### src/rtl/module_spi_slave_resp.sv
// SPI mode-0 responder: oversampled byte receiver that writes a data bank and
// returns bytes from a tx bank at the same address, with frame status.
module module_spi_slave_resp #(
    parameter int N = 32,
    localparam int AW = $clog2(N)
) (
    input  logic          clk_i,
    input  logic          reset_n_i,
    input  logic          sclk_i,
    input  logic          cs_n_i,
    input  logic          mosi_i,
    output logic          miso_o,
    output logic          miso_oe_o,
    input  logic [7:0]    data_tx_i,
    output logic [AW-1:0] addr_o,
    output logic          wr_data_o,
    output logic [31:0]   data_o,
    output logic [AW:0]   n_o,
    output logic          busy_o,
    output logic          frame_done_o,
    output logic          err_o
);

    typedef enum logic [2:0] {IDLE, LOAD, SHIFT, STORE, DONE} state_t;

    localparam logic [AW:0]   N_FULL   = (AW+1)'(N);
    localparam logic [AW-1:0] ADDR_MAX = AW'(N - 1);

    logic [1:0] rst_sync;
    logic       rst_n;

    always_ff @(posedge clk_i or negedge reset_n_i) begin
        if (!reset_n_i) rst_sync <= '0;
        else            rst_sync <= {rst_sync[0], 1'b1};
    end
    assign rst_n = rst_sync[1];

    // cs_n is synchronised with reset value 0 so a reset taken while the
    // master holds cs_n low never looks like a fresh cs_n fall.
    logic [2:0] sclk_q;
    logic [2:0] cs_q;
    logic [1:0] mosi_q;

    always_ff @(posedge clk_i or negedge rst_n) begin
        if (!rst_n) begin
            sclk_q <= '0;
            cs_q   <= '0;
            mosi_q <= '0;
        end else begin
            // NOTE: sequential state uses non-blocking assignments only, so
            // every flop samples the pre-edge value of its neighbours.
            sclk_q <= {sclk_q[1:0], sclk_i};
            cs_q   <= {cs_q[1:0], cs_n_i};
            mosi_q <= {mosi_q[0], mosi_i};
        end
    end

    logic cs_n_s, mosi_s, sclk_rise, sclk_fall, cs_rise, cs_fall;
    assign cs_n_s    = cs_q[1];
    assign mosi_s    = mosi_q[1];
    assign sclk_rise =  sclk_q[1] & ~sclk_q[2] & ~cs_n_s;
    assign sclk_fall = ~sclk_q[1] &  sclk_q[2] & ~cs_n_s;
    assign cs_rise   =  cs_q[1] & ~cs_q[2];
    assign cs_fall   = ~cs_q[1] &  cs_q[2];

    state_t        state_q, state_d;
    logic [3:0]    bit_cnt;
    logic [7:0]    rx_sh, tx_sh;
    logic [AW-1:0] addr_q;
    logic [AW:0]   n_q;
    logic          busy_q, err_q, full;

    assign full = (n_q == N_FULL);

    always_ff @(posedge clk_i or negedge rst_n) begin
        if (!rst_n) state_q <= IDLE;
        else        state_q <= state_d;
    end

    always_comb begin
        // NOTE: every output of this block gets a default first, so no path
        // leaves a signal unassigned and no latch is inferred.
        state_d      = state_q;
        wr_data_o    = 1'b0;
        frame_done_o = 1'b0;
        unique case (state_q)
            IDLE:  if (cs_fall) state_d = LOAD;
            LOAD:  state_d = cs_rise ? DONE : SHIFT;
            SHIFT: begin
                if (cs_rise)                          state_d = DONE;
                else if (sclk_rise && bit_cnt == 4'd7) state_d = STORE;
            end
            STORE: begin
                wr_data_o = ~full;
                state_d   = cs_rise ? DONE : LOAD;
            end
            DONE: begin
                frame_done_o = 1'b1;
                state_d      = IDLE;
            end
            default: state_d = IDLE;
        endcase
    end

    always_ff @(posedge clk_i or negedge rst_n) begin
        if (!rst_n) begin
            bit_cnt <= '0;
            rx_sh   <= '0;
            tx_sh   <= '0;
            addr_q  <= '0;
            n_q     <= '0;
            busy_q  <= 1'b0;
            err_q   <= 1'b0;
        end else begin
            unique case (state_q)
                IDLE: if (cs_fall) begin
                    addr_q  <= '0;
                    n_q     <= '0;
                    err_q   <= 1'b0;
                    bit_cnt <= '0;
                    busy_q  <= 1'b1;
                end
                LOAD: tx_sh <= full ? 8'h00 : data_tx_i;
                SHIFT: begin
                    if (cs_rise) begin
                        if (bit_cnt != 4'd0) err_q <= 1'b1;
                    end else if (sclk_rise) begin
                        rx_sh   <= {rx_sh[6:0], mosi_s};
                        bit_cnt <= bit_cnt + 4'd1;
                    end else if (sclk_fall && bit_cnt != 4'd0 && bit_cnt < 4'd8) begin
                        tx_sh <= {tx_sh[6:0], 1'b0};
                    end
                end
                STORE: begin
                    bit_cnt <= '0;
                    if (!full) begin
                        n_q <= n_q + (AW+1)'(1);
                        if (addr_q < ADDR_MAX) addr_q <= addr_q + AW'(1);
                    end else begin
                        err_q <= 1'b1;
                    end
                end
                DONE: busy_q <= 1'b0;
                default: ;
            endcase
        end
    end

    assign miso_o    = tx_sh[7];
    assign miso_oe_o = busy_q & ~cs_n_s;
    assign addr_o    = addr_q;
    assign n_o       = n_q;
    assign busy_o    = busy_q;
    assign err_o     = err_q;
    assign data_o    = {24'b0, rx_sh};

endmodule

### config.mk
export PLATFORM = sky130hd
export DESIGN_NAME = module_spi_slave_resp
export DESIGN_NICKNAME = d
export VERILOG_FILES = /design/src/rtl/module_spi_slave_resp.sv
export SDC_FILE = /design/constraint.sdc
export NUM_CORES = 1
export LEC_CHECK = 0
export CAP_MARGIN = 25
export CORE_MARGIN = 5
export CORE_UTILIZATION = 48
export DETAILED_ROUTE_END_ITERATION = 10
export GPL_TIMING_DRIVEN = 0
export PLACE_DENSITY = 0.83
export SLEW_MARGIN = 20
export SYNTH_ARGS = -nofsm -noshare
export SYNTH_HDL_FRONTEND = slang
export SYNTH_SLANG_ARGS = --single-unit
### constraint.sdc
create_clock -name clk_i -period 1.8 [get_ports clk_i]
set_input_delay 0.18 -clock clk_i [delete_from_list [all_inputs] [get_ports clk_i]]
set_output_delay 0.18 -clock clk_i [all_outputs]
set_load 0.02 [all_outputs]
==> results.json <==
{
  "hold-worst-slack_ns": 0.0257,
  "clockRootBuffer": "clkbuf_8",
  "synth_edf_count": 0,
  "cp-end-kind": "register",
  "fin_setup_tns_ns": 0,
  "rows": 25,
  "p_leak_nw": 1.49,
  "die_h_microns": 80.0,
  "clk_latency_ns": 0.30,
  "tightest_slew_ns": 0.654,
  "clk_pin_slew_ns": 0.09,
  "area_growth_pct": 32.2,
  "power_density_mw_per_mm2": 1150,
  "cts_buffers": 5,
  "cts_tree": "yes",
  "r2r_slack_ns": 0.06,
  "grt_usage_pct": 14.8,
  "critPathTopFamily": "compound AO/OA/AOI/OAI gates",
  "vdd_ir_drop_max_v": 0.000854,
  "critPathBufInv": 2,
  "r2r_start": "state_q[0]",
  "cts_sinks": 46,
  "fmax_ghz": 0.573,
  "syn-cell-area_sq_mm": 0.00235,
  "outcome": "finished, final reports clean",
  "yosysMostFrequentCell": "dfrtp_1",
  "seqCellArea_sq_mm": 0.00115,
  "drive_gt1_share_pct": 24.0,
  "synthArstFlopShare_pct": 100,
  "critPathMaxStageDelay_ns": 0.38,
  "yosys.area.top_type": "dfrtp_1",
  "coreArea_sq_mm": 0.00475,
  "gr-total-overflow": 0,
  "ys_top_cells_by_area": "dfrtp_1, buf_4, mux2_4, mux2_1, nand2_1",
  "drc": 0,
  "cts_buffer_depth": 2,
  "dieArea_sq_mm": 0.00640,
  "start_util_pct": 49.5,
  "drt_iter0_drc": 58,
  "dr.pass1.iters": 4,
  "period_minus_slack_ns": 1.74,
  "ctsHoldBuffers": 0,
  "place_congestion": 0.798,
  "cp-start-kind": "register",
  "fin_nets": 305,
  "cap_violations": 0,
  "multi_input_area_sq_mm": 0.00107,
  "syn-instance-count": 214,
  "synth_top_cells_by_count": "dfrtp_1, buf_4, nand2_1",
  "crit_required_ns": 2.00,
  "skew_ns": 0.00431,
  "dp.final_hpwl_mm": 3.23,
  "worst_hold_path_type": "input port to async pin",
  "drv_slew": 0,
  "antenna_found_initial": 0,
  "critPathKind": "register to register",
  "r2r_cells": 6,
  "dpl_cell_area_sq_mm": 0.00292,
  "portBuffers": 37,
  "reg2reg_to": "tx_sh[0]",
  "critPathMaxFanout": 10,
  "layout.cells.non_filler": 355,
  "synth_ff_type": "dfrtp_1",
  "dp.cells": 342,
  "fill_cells": 399,
  "max_slew_margin_pct": 56.4,
  "slowest_stage": "dfrtp_1",
  "detail-route-antenna-nets": 0,
  "grt_pass1_vias": 1673,
  "diodes": 0,
  "synth_top_cell_area_share_pct": 48.9,
  "setup_viol": 0,
  "yosysWarningCount": 0,
  "grt_pass1_wl_mm": 7.53,
  "vias": 1721,
  "avgSynthCellArea_sq_um": 11.0,
  "routed_wl_mm": 4.54,
  "worst_ep_arrival_time_ns": 1.94,
  "ys_ff_latch": 46,
  "critical_path_depth": 6,
  "viasPerCell": 4.85,
  "fin_crit_sh_pct": 96.9,
  "synth_cell_types": 51,
  "crit_chain": "buf_2 > nor2_1 > a32oi_1 > a311o_1 > buf_6 > mux2_4",
  "wire_per_inst_microns": 12.8,
  "cts-htree-levels": 2,
  "fin_area_sq_mm": 0.00311,
  "io_pins": 62,
  "finalCoreUtilization_pct": 65.4,
  "fp.dieW_microns": 80.0,
  "hold_viol_final": 0,
  "ys_seq_area_share_pct": 48.9,
  "grt_max_degree": 29
}
[metal layers]
layer | wire, microns | share of wire [%] | GRT usage, % | vias to the layer above
met5 | 0 | 0 | 0 | -
met4 | 51 | 1.1 | 5.24 | 0
met3 | 296 | 6.5 | 3.61 | 7
met2 | 2250 | 50 | 26.1 | 49
met1 | 1940 | 43 | 17.5 | 814
li1 | - | - | - | 851
[worst max path at each step]
stage                     slack (ns)   endpoint        from
after global routing           -0.03   tx_sh[0]  state_q[0]
final                           0.06   tx_sh[0]  state_q[0]
after CTS                      -0.10   tx_sh[2]      n_o[0]
after detailed placement       -0.25  wr_data_o      n_o[0]
after floorplan                 0.03  addr_o[1]      n_o[0]
after global placement         -0.23  wr_data_o      n_o[0]
[kinds of logic after synthesis]
logic type / count (synthesis) / synth area share (%)
flip-flops: 46 / 48.9
AND/OR/NAND/NOR: 56 / 13.2
buffers and inverters: 43 / 11.4
XOR/XNOR: 2 / 0.744
multiplexers: 17 / 9.36
adder cells (fa/ha/maj): 5 / 2.66
AO/OA/AOI/OAI: 43 / 13.4
other: 2 / 0.319
[metrics by stage]
| step | setup slack [ns] | total power [mW] |
|---|---|---|
| floorplan | 0.0339 | 2.39 |
| global placement | -0.228 | 2.77 |
| detailed placement | -0.247 | 2.83 |
| CTS | -0.101 | 3.55 |
| global route | -0.0299 | 3.81 |
| finish | 0.0561 | 3.58 |
[layout by cell type, fill, tap and decap left out, drive strengths merged, types with 3 or more instances in the layout]
master and n:
o21ai 12, nand2 17, inv 14, a22o 4, nand3 4, nor2 11, a21oi 3, clkdlybuf4s50 35
clkbuf 7, conb 25, nand2b 3, a211o 3, nor3 3, buf 38, dfrtp 46, mux2 16
ha 5, o2bb2ai 7
[cell type report]
class	count	area share, %
Buffer	32	7.60
Clock buffer	5	2.21
Clock inverter	3	0.845
Inverter	11	1.33
Multi-Input combinational cell	148	34.4
Sequential cell	46	37.1
Tap cell	67	2.70
Timing Repair Buffer	43	13.8
[flip-flops by register name (all words and copies together), names as in the netlist]
| signal | count |
|---|---|
| mosi_q | 2 |
| bit_cnt | 4 |
| addr_o | 5 |
| err_o | 1 |
| tx_sh | 8 |
| state_q | 3 |
| rx_sh | 8 |
| n_o | 6 |
| rst_sync | 2 |
| sclk_q | 3 |
| cs_q | 3 |
| busy_o | 1 |
[repair_timing]
item,4_1_cts,5_1_grt
resized for setup,6,18
setup endpoints to repair,16,21
setup buffers,4,1
pin swaps,1,2
[where the power goes]
part,internal (mW),switching [mW]
clock network,0.288,0.378
logic,0.766,0.743
registers,1.25,0.152
total,2.30,1.27
No activity file was read; power rests on OpenSTA's default activity.
